<file path="src/rtl/wb_initiator_pkg.sv">
// Shared definitions for the Wishbone classic initiator.
//
// Holds the FSM state encodings, the default bus widths (also used by
// wb_system) and a helper that sizes the timeout counter.
//
// Optional feature macro used by this slice: WB_INITIATOR_TIMEOUT_EN.
package wb_initiator_pkg;

  localparam int WB_ADDR_WIDTH = 32;
  localparam int WB_DATA_WIDTH = 32;

  typedef enum logic [1:0] {
    WB_ST_IDLE = 2'd0,
    WB_ST_BUS  = 2'd1,
    WB_ST_RESP = 2'd2
  } wb_state_e;

  // Counter wide enough to hold the limit itself, so it never wraps
  // before the terminal count is reached.
  function automatic int wb_count_width(input int limit);
    return (limit < 1) ? 1 : $clog2(limit + 1);
  endfunction

endpackage

</file>
<file path="src/rtl/wb_initiator_timeout.sv">
// wb_timeout: strobe-high cycle counter for the Wishbone initiator.
//
// Only compiled when WB_INITIATOR_TIMEOUT_EN is defined; without the macro
// the initiator waits for ack indefinitely and this module does not exist.
//
// Ports:
//   clock    in  rising-edge clock
//   reset_n  in  asynchronous active-low reset
//   clear    in  restart the count (new bus cycle starting)
//   run      in  one more strobe cycle elapsed without ack
//   expired  out this edge brings the count to LIMIT (combinational)
`ifdef WB_INITIATOR_TIMEOUT_EN
module wb_timeout
  import wb_initiator_pkg::*;
#(
  parameter int LIMIT = 15
) (
  input  logic clock,
  input  logic reset_n,
  input  logic clear,
  input  logic run,
  output logic expired
);

  localparam int CW = wb_count_width(LIMIT);
  localparam logic [CW-1:0] LAST = CW'(LIMIT - 1);

  logic [CW-1:0] count_reg;

  always_ff @(posedge clock or negedge reset_n) begin
    if (!reset_n) begin
      count_reg <= '0;
    end else if (clear) begin
      count_reg <= '0;
    end else if (run) begin
      count_reg <= count_reg + CW'(1);
    end
  end

  // Flagged one edge early so the FSM leaves BUS on exactly the edge that
  // completes LIMIT strobe cycles.
  assign expired = run && (count_reg == LAST);

endmodule
`endif

</file>
<file path="src/rtl/wb_initiator.sv">
// wb_initiator: Wishbone classic initiator, one bus cycle per command.
//
// Commands arrive on a valid/ready interface, each runs a single Wishbone
// classic cycle, and the read data plus an abort flag are returned on a
// valid/ready response interface.
//
// Optional feature: WB_INITIATOR_TIMEOUT_EN builds the timeout counter and
// abort path. Without it the bus waits for ack forever and rsp_err is 0.
//
// Ports:
//   clock, reset_n                  clock / async active-low reset
//   cmd_valid, cmd_ready            command handshake
//   cmd_we, cmd_addr, cmd_data      command payload
//   rsp_valid, rsp_ready            response handshake
//   rsp_data, rsp_err               response payload
//   wb_addr_o, wb_data_o, wb_we_o   Wishbone request
//   wb_cyc_o, wb_strobe_o           Wishbone cycle / strobe
//   wb_data_i, wb_ack_i             Wishbone reply
module wb_initiator
  import wb_initiator_pkg::*;
#(
  parameter int ADDR_WIDTH     = WB_ADDR_WIDTH,
  parameter int DATA_WIDTH     = WB_DATA_WIDTH,
  parameter int TIMEOUT_CYCLES = 15
) (
  input  logic                  clock,
  input  logic                  reset_n,
  input  logic                  cmd_valid,
  output logic                  cmd_ready,
  input  logic                  cmd_we,
  input  logic [ADDR_WIDTH-1:0] cmd_addr,
  input  logic [DATA_WIDTH-1:0] cmd_data,
  output logic                  rsp_valid,
  input  logic                  rsp_ready,
  output logic [DATA_WIDTH-1:0] rsp_data,
  output logic                  rsp_err,
  output logic [ADDR_WIDTH-1:0] wb_addr_o,
  output logic [DATA_WIDTH-1:0] wb_data_o,
  output logic                  wb_we_o,
  output logic                  wb_cyc_o,
  output logic                  wb_strobe_o,
  input  logic [DATA_WIDTH-1:0] wb_data_i,
  input  logic                  wb_ack_i
);

  wb_state_e state_reg;
  logic      accept;
  logic      expired;

  // Decoded from the state register only: no input reaches cmd_ready.
  assign cmd_ready = (state_reg == WB_ST_IDLE);
  assign accept    = cmd_ready && cmd_valid;

`ifdef WB_INITIATOR_TIMEOUT_EN
  logic err_reg;
  logic bus_wait;

  assign bus_wait = (state_reg == WB_ST_BUS) && !wb_ack_i;
  assign rsp_err  = err_reg;

  wb_timeout #(
    .LIMIT (TIMEOUT_CYCLES)
  ) u_timeout (
    .clock   (clock),
    .reset_n (reset_n),
    .clear   (accept),
    .run     (bus_wait),
    .expired (expired)
  );
`else
  assign expired = 1'b0;
  assign rsp_err = 1'b0;
`endif

  always_ff @(posedge clock or negedge reset_n) begin
    if (!reset_n) begin
      state_reg   <= WB_ST_IDLE;
      rsp_valid   <= 1'b0;
      rsp_data    <= '0;
      wb_addr_o   <= '0;
      wb_data_o   <= '0;
      wb_we_o     <= 1'b0;
      wb_cyc_o    <= 1'b0;
      wb_strobe_o <= 1'b0;
`ifdef WB_INITIATOR_TIMEOUT_EN
      err_reg     <= 1'b0;
`endif
    end else begin
      case (state_reg)
        WB_ST_IDLE: begin
          if (accept) begin
            wb_we_o     <= cmd_we;
            wb_addr_o   <= cmd_addr;
            wb_data_o   <= cmd_data;
            wb_cyc_o    <= 1'b1;
            wb_strobe_o <= 1'b1;
            state_reg   <= WB_ST_BUS;
          end
        end
        WB_ST_BUS: begin
          // Ack is checked first so an ack on the expiry edge still wins.
          if (wb_ack_i) begin
            wb_cyc_o    <= 1'b0;
            wb_strobe_o <= 1'b0;
            rsp_data    <= wb_we_o ? '0 : wb_data_i;
            rsp_valid   <= 1'b1;
`ifdef WB_INITIATOR_TIMEOUT_EN
            err_reg     <= 1'b0;
`endif
            state_reg   <= WB_ST_RESP;
          end else if (expired) begin
            wb_cyc_o    <= 1'b0;
            wb_strobe_o <= 1'b0;
            rsp_data    <= '0;
            rsp_valid   <= 1'b1;
`ifdef WB_INITIATOR_TIMEOUT_EN
            err_reg     <= 1'b1;
`endif
            state_reg   <= WB_ST_RESP;
          end
        end
        WB_ST_RESP: begin
          // Return to IDLE only; the next command is taken a cycle later.
          if (rsp_ready) begin
            rsp_valid <= 1'b0;
            state_reg <= WB_ST_IDLE;
          end
        end
        default: begin
          state_reg <= WB_ST_IDLE;
        end
      endcase
    end
  end

endmodule

</file>
<file path="config.mk">
export PLATFORM = sky130hd
export DESIGN_NAME = wb_initiator
export DESIGN_NICKNAME = d
export VERILOG_FILES = /design/src/rtl/wb_initiator_pkg.sv /design/src/rtl/wb_initiator_timeout.sv /design/src/rtl/wb_initiator.sv
export SDC_FILE = /design/constraint.sdc
export NUM_CORES = 1
export LEC_CHECK = 0
export ABC_AREA = 1
export BUFFER_PORTS_ARGS = -buffer_cell sky130_fd_sc_hd__buf_2
export CAP_MARGIN = 25
export CORE_ASPECT_RATIO = 1.25
export CORE_MARGIN = 2
export CORE_UTILIZATION = 50
export DETAILED_ROUTE_END_ITERATION = 10
export GPL_TIMING_DRIVEN = 0
export PLACE_DENSITY = 0.86
export SYNTH_ARGS = -nofsm -noshare
export SYNTH_HDL_FRONTEND = slang
export SYNTH_SLANG_ARGS = --single-unit
</file>
<file path="constraint.sdc">
create_clock -name clock -period 2.14 [get_ports clock]
set_input_delay 0.535 -clock clock [delete_from_list [all_inputs] [get_ports clock]]
set_output_delay 0.535 -clock clock [all_outputs]
set_load 0.02 [all_outputs]
</file>
### After elaboration in Yosys (flattened, before gate mapping)

Cells that the tools add are included.

| word-level totals | value |
|---|---|
| flip-flop bits (word level) | 101 |
| input port bits | 102 |
| output and inout port bits | 102 |
| logic and storage cells | 32 |

| operators by class | value |
|---|---|
| equality and inequality tests | 5 |
| multiplexer cells | 11 |
| reduce and logical (&&, ||, !) cells | 9 |

Operators with widths:

| operator | count |
|---|---|
| 2-to-1 mux 32 bit | 1 |
| AND reduction 3 bit | 3 |
| 2-to-1 mux 2 bit | 3 |
| one-hot mux 2 bit (3 select lines) | 1 |
| 2-to-1 mux 1 bit | 4 |
| inequality test 2 bit (second input constant) | 2 |
| one-hot mux 1 bit (2 select lines) | 2 |
| AND reduction 2 bit | 2 |
| nonzero test 2 bit | 2 |
| == test 2 x 1 -> 1 bit (second input constant) | 1 |
| == test 2 bit (second input constant) | 1 |
| zero test 2 bit | 1 |
| inequality test 2 x 1 -> 1 bit (second input constant) | 1 |
| logical AND 1 bit | 1 |

### Longest topological paths before layout

| logic depth | value |
|---|---|
| depth after elaboration | 4 |
| gate-level depth with buffers | 6 |
| mapped depth without buffers | 4 |

### Worst setup path after synthesis

OpenSTA, ideal clock, no wires.

| path | value |
|---|---|
| kind | register to output |
| start | register state_reg[0] |
| end | output cmd_ready |
| arrival | 798 ps |
| data required time | 1605 ps |
| setup slack | 807 ps |
| cell stages (with the launch flop) | 3 |
| path buffers | 1 |
| path through | dfrtp_1 -> nor2_2 -> buf_2 |

| between the ends | value |
|---|---|
| longest elaborated chain between the ends | 1 |

RTL lines:

| item | RTL line | source |
|---|---|---|
| from (decl) | wb_initiator.sv:46 | `wb_state_e state_reg;` |
| from (signal assigned) | wb_initiator.sv:77 | `state_reg <= WB_ST_IDLE;` |
| from (signal assigned) | wb_initiator.sv:97 | `state_reg <= WB_ST_BUS;` |
| from (signal assigned) | wb_initiator.sv:110 | `state_reg <= WB_ST_RESP;` |
| zero test 2 bit | wb_initiator.sv:51 | `assign cmd_ready = (state_reg == WB_ST_IDLE);` |
| to (decl) | wb_initiator.sv:29 | `output logic cmd_ready,` |

Every way passes these cells.

### Worst setup path after layout

| path | value |
|---|---|
| start | register state_reg[1] |
| end | output cmd_ready |

The elaborated chain is that of the path after synthesis.

==> metrics.cfg <==
[drt]
wire_per_inst_um = 13.2
drt_iter0_drc = 207
drtPass1Iterations = 4
wirelength_um = 10900
drc = 0
num_vias = 4034
viasPerCell = 4.90
detail-route-antenna-nets = 0

[critical_path]
path_class = reg2out
reg2reg_slack_ns = 0.85
cp.required_ns = 1.60
critical_path.max_fanout = 10
reg2regPathDepth = 5
start_kind = flop
crit-reg2reg-capture = rsp_data[0]$_DFFE_PN0P_
arrival_ns = 1.43
regToRegStartpoint = wb_we_o$_DFFE_PN0P_
end_kind = output pin

[pwr]
power_frac_clock = 0.120
switchingPower_mw = 3.97
peakVddDrop_mv = 0.970
combPwrFrac = 0.497
p_sw_frac = 0.457
power_density_mw_per_mm2 = 1560
leakagePower_nw = 3.44
pwr-share-seq = 0.383
internal-power_mw = 4.73

[timing]
fin_skew_ns = 0.00566
final_hold_viol_count = 0
fin_crit_ns = 1.97
max_freq_ghz = 0.509
rsz0062_at_grt = false
setup_viol = 0
min_period_over_period = 0.918
relSlewSlack = 0.586
tightest_slew_ns = 0.622
holdWs_ns = 0.190
slew_viol_final = 0

[synth]
ys_warn_count = 0
synthMostInstantiatedCell = nand2_1
synth_top_area_frac = 0.591
ys.flop_type = dfrtp_1
synth.distinct_cells = 14
synth_seq_cells = 101
syn_area_per_cell_um2 = 8.40
yosys-top-cells-count = nand2_1, dfrtp_1, nand3_1
synth_area_leader_cell = dfrtp_1
seq_area_frac_synth = 0.591
syn_area_mm2 = 0.00428
synth_cells = 509
synth-edff-count = 0
synth.top_cells.by_area = dfrtp_1, nand2_1, nand3_1, inv_1, nor2_1
ys_async_sr_fraction = 1.00
syn_nets = 611

[global_route]
track_usage = 0.238
grt_pass1_vias = 3895
grt_max_degree = 55
gr-total-overflow = 0
grt_pass1_wl_um = 17600
antenna_found_initial = 0

[final_layout]
antenna_cells = 0
layout.nets = 824
syn2layout_area_growth_pct = 30.8
layout-drive-gt1-share = 0.342
multiInputGateArea_mm2 = 0.00140
fillCellCount = 711
final_core_util = 0.675
top_regs = rsp_data x32, wb_addr_o x32, wb_data_o x32
area.sequential_mm2 = 0.00253

[die]
rows = 37
ios = 204
core_area_mm2 = 0.00829
die_h_um = 107
dieArea_mm2 = 0.00931
die_w_um = 86.7
start_util = 0.516

[placed_design]
gp_congestion = 0.825
place_hpwl_um = 8340
numPortBuffers = 201

[hold_path]
hold_path.class = in2async

[cts]
cts.path.max_buffers = 2
htree_levels = 3
clk_pin_slew_worst_paths_ns = 0.09
cts_tree = yes
postCtsSetupBuffers = 0
clock-sinks = 101
postCtsResizedCells = 0
cts_buffers = 9
cts-root-buf = clkbuf_8
insertion_delay_ns = 0.35
ctsHoldBuffers = 0

[job]
cap_violations = 0

[run_status]
outcome = complete, no violations

-- cell type report --
type / count / share of cell area
plain buffers: 37 / 0.0389
flip-flops and latches: 101 / 0.452
clock inverters: 2 / 0.00179
multi-input cells: 337 / 0.251
well taps: 97 / 0.0217
repair buffers: 202 / 0.185
inverters: 34 / 0.0228
clock buffers: 13 / 0.0266
-- cells in the final DEF (no fill, tap or decap) --
master      n
buf_4      15
nand2_1   201
nand2_2     1
o21ai_0     1
nand3_1    98
nor2_2      2
dfrtp_1   101
inv_1      34
clkbuf_8   10
nand3b_2    1
clkbuf_1   10
clkinv_2    2
nor2_1     32
buf_16      1
buf_6       1
conb_1      1
buf_2     215
-- power groups by stage --
stage	clock, mW	sequential [mW]	combinational, mW
floorplan	0	4.45	1.68
global route	1.16	3.44	4.77
global placement	0	3.32	4.25
CTS	1.07	3.33	4.37
detailed placement	0	3.35	4.37
finish	1.05	3.33	4.32
-- worst max-delay path by stage --
| stage | from | endpoint | slack (ns) | cells past startpoint |
|---|---|---|---|---|
| floorplan | state_reg[0]$_DFFE_PN0P_ | cmd_ready | 0.81 | 2 |
| global placement | reset_n | wb_data_o[11]$_DFFE_PN0P_ | -0.45 | 1 |
| detailed placement | state_reg[1]$_DFFE_PN0P_ | cmd_ready | 0.53 | 3 |
| CTS | state_reg[1]$_DFFE_PN0P_ | cmd_ready | 0.13 | 3 |
| global route | state_reg[0]$_DFFE_PN0P_ | cmd_ready | 0.06 | 3 |
| finish | state_reg[1]$_DFFE_PN0P_ | cmd_ready | 0.17 | 3 |
-- worst max-delay path, cell delays in order (launching register included) --
cell	delay, ns
dfrtp_1	0.44
nor2_2	0.20
buf_2	0.24
buf_2	0.20
-- per-layer routing --
layer	share of wire	GRT usage	wire length (µm)
met5	0	0	0
met2	0.50	0.405	5460
met1	0.40	0.289	4360
met3	0.087	0.0667	944
met4	0.011	0.0815	124
-- kinds of logic after synthesis --
group,synth area share
buf+inv,0.0807
compound gates,0.00117
other cells,0.000877
flops,0.591
simple gates,0.326
-- metrics by stage --
step	instances	power [mW]	setup TNS [ns]	worst slack [ns]	instance area, µm²
finish	823	8.70	0	0.175	5590
global route	823	9.36	0	0.0587	5590
CTS	823	8.77	0	0.128	5590
detailed placement	808	7.72	0	0.530	5430
global placement	807	7.58	-45.04	-0.452	5400
floorplan	509	6.14	0	0.807	4280
No activity file was read; power rests on OpenSTA's default activity.
